$ cat src/rtl/fetch_pkg.sv
// Shared types and constants for the dual-slot instruction fetch controller.
package fetch_pkg;

    typedef enum logic [1:0] {
        ST_IDLE  = 2'd0,
        ST_FETCH = 2'd1,
        ST_DONE  = 2'd2
    } fetch_state_e;

    localparam int FETCH_STRIDE = 8;
    localparam int SLOT_COUNT   = 2;

    localparam logic [SLOT_COUNT-1:0] SLOTS_ALL  = 2'b11;
    localparam logic [SLOT_COUNT-1:0] SLOTS_HIGH = 2'b10;

endpackage

$ cat src/rtl/fetch_pkt_reg.sv
// Fetch packet holding register: loads a new packet, holds it while decode
// stalls, and drops valid on transfer or flush.
module fetch_pkt_reg
    import fetch_pkg::*;
#(
    parameter int PC_SIZE    = 32,
    parameter int INSTR_SIZE = 32
) (
    input  logic                  clk_i,
    input  logic                  rst_ni,
    input  logic                  flush_i,
    input  logic                  load_i,
    input  logic                  ready_i,
    input  logic [PC_SIZE-1:0]    pc_i,
    input  logic [INSTR_SIZE-1:0] instr0_i,
    input  logic [INSTR_SIZE-1:0] instr1_i,
    input  logic [SLOT_COUNT-1:0] slot_vld_i,
    output logic                  valid_o,
    output logic [PC_SIZE-1:0]    pkt_pc_o,
    output logic [INSTR_SIZE-1:0] instr0_o,
    output logic [INSTR_SIZE-1:0] instr1_o,
    output logic [SLOT_COUNT-1:0] slot_vld_o
);

    logic                  vld_p1;
    logic [PC_SIZE-1:0]    pc_p1;
    logic [INSTR_SIZE-1:0] instr0_p1;
    logic [INSTR_SIZE-1:0] instr1_p1;
    logic [SLOT_COUNT-1:0] slot_p1;

    // Stage p1: packet register; flush beats load, load beats plain transfer.
    always_ff @(posedge clk_i) begin
        if (!rst_ni) begin
            vld_p1    <= 1'b0;
            pc_p1     <= '0;
            instr0_p1 <= '0;
            instr1_p1 <= '0;
            slot_p1   <= '0;
        end else if (flush_i) begin
            vld_p1  <= 1'b0;
            slot_p1 <= '0;
        end else if (load_i) begin
            vld_p1    <= 1'b1;
            pc_p1     <= pc_i;
            instr0_p1 <= instr0_i;
            instr1_p1 <= instr1_i;
            slot_p1   <= slot_vld_i;
        end else if (vld_p1 && ready_i) begin
            vld_p1  <= 1'b0;
            slot_p1 <= '0;
        end
    end

    assign valid_o    = vld_p1;
    assign pkt_pc_o   = pc_p1;
    assign instr0_o   = instr0_p1;
    assign instr1_o   = instr1_p1;
    assign slot_vld_o = slot_p1;

endmodule

$ cat src/rtl/fetch_controller.sv
// Dual-slot fetch controller: FSM, fetch PC and redirect handling.
// Optional FETCH_MISALIGN_EN marks slot 0 invalid after a redirect into the upper word.
module fetch_controller
    import fetch_pkg::*;
#(
    parameter int                  PC_SIZE    = 32,
    parameter int                  INSTR_SIZE = 32,
    parameter logic [PC_SIZE-1:0]  RESET_PC   = '0
) (
    input  logic                  clk_i,
    input  logic                  rst_ni,
    input  logic                  start_i,
    output logic [PC_SIZE-1:0]    pc0_o,
    output logic [PC_SIZE-1:0]    pc1_o,
    input  logic [INSTR_SIZE-1:0] instr0_i,
    input  logic [INSTR_SIZE-1:0] instr1_i,
    input  logic                  done_i,
    input  logic                  redirect_i,
    input  logic [PC_SIZE-1:0]    redirect_pc_i,
    output logic                  valid_o,
    input  logic                  ready_i,
    output logic [PC_SIZE-1:0]    pkt_pc_o,
    output logic [INSTR_SIZE-1:0] instr0_o,
    output logic [INSTR_SIZE-1:0] instr1_o,
    output logic [1:0]            slot_vld_o,
    output logic                  halted_o
);

    fetch_state_e          state_q, state_d;
    logic [PC_SIZE-1:0]    pc_q;
    logic                  redir;
    logic                  active;
    logic                  advance;
    logic [SLOT_COUNT-1:0] slot_vld_d;
    logic [PC_SIZE-1:0]    redir_target;

    // A redirect in IDLE only counts once start_i is seen alongside it.
    assign redir        = redirect_i && ((state_q != ST_IDLE) || start_i);
    assign active       = (state_q == ST_FETCH) || ((state_q == ST_IDLE) && start_i);
    assign advance      = active && !done_i && (!valid_o || ready_i) && !redir;
    assign redir_target = redirect_pc_i & ~PC_SIZE'(7);

    always_comb begin
        state_d = state_q;
        if (redir) begin
            state_d = ST_FETCH;
        end else begin
            case (state_q)
                ST_IDLE:  if (start_i) state_d = done_i ? ST_DONE : ST_FETCH;
                ST_FETCH: if (done_i)  state_d = ST_DONE;
                default:  state_d = state_q;
            endcase
        end
    end

    // Stage p0: fetch PC and FSM.
    always_ff @(posedge clk_i) begin
        if (!rst_ni) begin
            state_q <= ST_IDLE;
            pc_q    <= RESET_PC;
        end else begin
            state_q <= state_d;
            if (redir)
                pc_q <= redir_target;
            else if (advance)
                pc_q <= pc_q + PC_SIZE'(FETCH_STRIDE);
        end
    end

`ifdef FETCH_MISALIGN_EN
    logic skip_lo_q;

    always_ff @(posedge clk_i) begin
        if (!rst_ni)
            skip_lo_q <= 1'b0;
        else if (redir)
            skip_lo_q <= redirect_pc_i[2];
        else if (advance)
            skip_lo_q <= 1'b0;
    end

    assign slot_vld_d = skip_lo_q ? SLOTS_HIGH : SLOTS_ALL;
`else
    assign slot_vld_d = SLOTS_ALL;
`endif

    fetch_pkt_reg #(
        .PC_SIZE    (PC_SIZE),
        .INSTR_SIZE (INSTR_SIZE)
    ) u_pkt_reg (
        .clk_i      (clk_i),
        .rst_ni     (rst_ni),
        .flush_i    (redir),
        .load_i     (advance),
        .ready_i    (ready_i),
        .pc_i       (pc_q),
        .instr0_i   (instr0_i),
        .instr1_i   (instr1_i),
        .slot_vld_i (slot_vld_d),
        .valid_o    (valid_o),
        .pkt_pc_o   (pkt_pc_o),
        .instr0_o   (instr0_o),
        .instr1_o   (instr1_o),
        .slot_vld_o (slot_vld_o)
    );

    assign pc0_o    = pc_q;
    assign pc1_o    = pc_q + PC_SIZE'(4);
    assign halted_o = (state_q == ST_DONE) && !valid_o;

endmodule
$ cat config.mk
export PLATFORM = sky130hd
export DESIGN_NAME = fetch_controller
export DESIGN_NICKNAME = d
export VERILOG_FILES = /design/src/rtl/fetch_pkg.sv /design/src/rtl/fetch_pkt_reg.sv /design/src/rtl/fetch_controller.sv
export SDC_FILE = /design/constraint.sdc
export NUM_CORES = 1
export LEC_CHECK = 0
export ABC_AREA = 1
export CAP_MARGIN = 20
export CORE_UTILIZATION = 43
export CTS_BUF_LIST = sky130_fd_sc_hd__clkbuf_4
export DETAILED_ROUTE_END_ITERATION = 6
export PLACE_DENSITY_LB_ADDON = 0.25
export SYNTH_ARGS = -nofsm -noshare
export SYNTH_HDL_FRONTEND = slang
export SYNTH_SLANG_ARGS = --single-unit
$ cat constraint.sdc
create_clock -name clk_i -period 1.7 [get_ports clk_i]
set_input_delay 0.255 -clock clk_i [delete_from_list [all_inputs] [get_ports clk_i]]
set_output_delay 0.255 -clock clk_i [all_outputs]
set_load 0.1 [all_outputs]
==> reports/metrics.cfg <==
[finish]
fillCellCount = 726
drive_above_1_share_pct = 27.9
synthToLayoutAreaGrowth_pct = 84.3
final_nets = 1160

[die]
die_y_um = 117
io_pins = 266
die-width_um = 117
coreArea_sq_um = 12700
rows = 41
die_area_sq_um = 13700
start_util_pct = 44.6

[grt]
grt_antenna_before_repair = 0
grt_overflow = 0
grt_start_max_net_pins = 49
grt_pass1_wl_um = 30100
grt_pass1_vias = 5996
grt.total_usage_pct = 28.9

[sta]
skew_ns = 0.0123
finalWorstSetupSlack_ns = 0.0434
holdWs_ns = 0.174
post-route-min-period_ns = 1.66
hold_viol_final = 0
fin_crit_sh_pct = 97.4
setup_violations = 0
drv_slew = 0
rsz0062_at_grt = yes
max_freq_mhz = 604

[power]
power_mw = 10.4
power.leakage_nw = 4.29
ir_worst_vdd_uv = 491
powerDensity_nw_per_um2 = 992

[worst_setup_path]
worstSetupEndpointType = primary output
crit_fanout = 3
crit_type = reg2out
cp-start-kind = flip-flop
cp_data_required_time_ns = 1.44
crit_arrival_ns = 1.40

[detailed_routing]
vias = 6330
wire_per_inst_um = 16.4
ant_nets = 0
first_iter_violations = 561
drc = 0
dr.pass1.iters = 7
drt-total-wl_um = 20300
routed_via_density = 5.10

[synthesis]
ys.flop_type = dfxtp_1
synthesis.instances = 806
synth_edf_count = 0
synth_top_area_cell = dfxtp_1
synth_top_area_share_pct = 44.1
syn_area_per_cell_sq_um = 7.04
synthArstFlopShare_pct = 0
synth.most_common_cell = nor2_1
yosysWarnings = 0
synth_common_cells = nor2_1 (203), dfxtp_1 (125), nand2_1 (120), o21ai_0 (102), inv_1 (57)
ys_seq_area_share_pct = 44.1
synth.distinct_cells = 30
ys_seq_elements = 125
syn_area_sq_um = 5670
synth_area_leaders = dfxtp_1 (44%), nor2_1 (13%), o21ai_0 (9.0%)

[min_path]
hold_class = in2reg

[clocking]
htree_levels = 4
clk_pin_slew_worst_paths_ns = 0.10
root_buffer = clkbuf_4
cts_sinks = 125
cts_tree = built
clk_latency_ns = 0.53
hold_buffers = 0
cts_buffer_depth = 2
cts_inserted_buffers = 17

[placed_design]
place_ws_ns = -0.338
port_buffers = 253
gp_congestion = 0.889
hpwl_um = 15000

[outcome]
outcome = complete, no violations

[flow_run]
maxCapViolCount = 0

-- path summary, 6_finish.rpt --
path / start / endpoint / slack, ns / depth (start not counted)
max: state_q[0] / halted_o / 0.04 / 3
max reg2reg: state_q[1] / pc0_o[18] / 0.07 / 11
min: rst_ni / u_pkt_reg.slot_vld_o[0] / 0.17 / 5
min reg2reg: u_pkt_reg.pkt_pc_o[13] / u_pkt_reg.pkt_pc_o[13] / 0.53 / 2
-- power by group --
part           switching, mW  total [mW]  leakage (nW)  internal (mW)
combinational           3.06        4.77          3.09           1.71
clock                   1.07        2.10         0.156           1.03
sequential             0.325        3.51          1.04           3.19
-- per-layer routing --
layer,global-route usage [%],share of wire (%)
met4,16.5,4.0
met3,6.90,8.5
met2,51.0,50
met5,0,0
met1,32.0,37
-- logic make-up (layout without fill, tap and decap cells) --
logic type      count (synthesis)  after routing  synth area share (%)
other cells                     2             10                 0.132
buf+inv                       140            396                  13.1
xor+xnor                        8              8                  1.23
simple gates                  387            387                  27.9
fa+ha+maj                       1              1                 0.220
compound gates                143            143                  13.3
flops                         125            125                  44.1
-- state kept, by name (all words and copies together), names as in the netlist --
name	flops
pc0_o	29
u_pkt_reg.pkt_pc_o	29
u_pkt_reg.slot_vld_o	1
state_q	2
u_pkt_reg.instr0_o	32
u_pkt_reg.instr1_o	32
-- cell type report --
cell class,instances,area (sq um),share of cell area (%)
diodes,1,2.50,0.0239
repair buffers,306,4660,44.6
multi-input cells,548,2520,24.1
inverters,59,224,2.14
clock inverters,11,125,1.20
well taps,172,215,2.06
clock buffers,20,150,1.44
flip-flops and latches,125,2570,24.5
-- layout by cell type, fill, tap and decap left out, types with 3 or more instances in the layout --
cell type        synthesis  routed
clkinv_1                 0       4
nor2_2                   9      10
buf_4                   47      38
nand3b_1                 5       5
dfxtp_1                125      94
nor3_1                  11       9
dfxtp_4                  0      10
xor2_1                   7       7
nor2_4                   1       5
clkdlybuf4s50_1          0      97
inv_1                   57      56
a211oi_1                 3       3
o21ai_0                102     102
bufinv_16                0       3
clkbuf_4                 0      20
nor2_1                 203     198
o21ai_1                  3       3
nand3_1                 28      28
nand2_2                  3       5
a211oi_2                 3       3
clkinv_2                 0       4
nand4_1                  4       4
a31oi_1                  7       7
dfxtp_2                  0      21
nand2_1                120     117
a21oi_1                 24      24
buf_12                   0     164
conb_1                   2       9
-- metrics by stage --
step / std cells / instance area, sq um / TNS [ns] / util (%)
floorplan: 813 / 5770 / 0 / -
global placement: 1205 / 10000 / -13.86 / 78.6
detailed placement: 1205 / 10000 / -30.02 / 78.6
CTS: 1238 / 10300 / 0 / 81.2
global route: 1241 / 10500 / -0.124 / 82.2
finish: 1242 / 10500 / 0 / 82.2
-- what timing repair did --
item,CTS,global route
cloned,1,2
endpoints found under the setup margin,24,101
resized for setup,3,21
setup buffers,1,1
pin swaps,2,7
-- critical path: stages (launching register included) --
cell and delay [ns]:
dfxtp_2 0.35, buf_6 0.12, nor3_4 0.20, buf_12 0.20
Power figures use the tool's default switching activity.
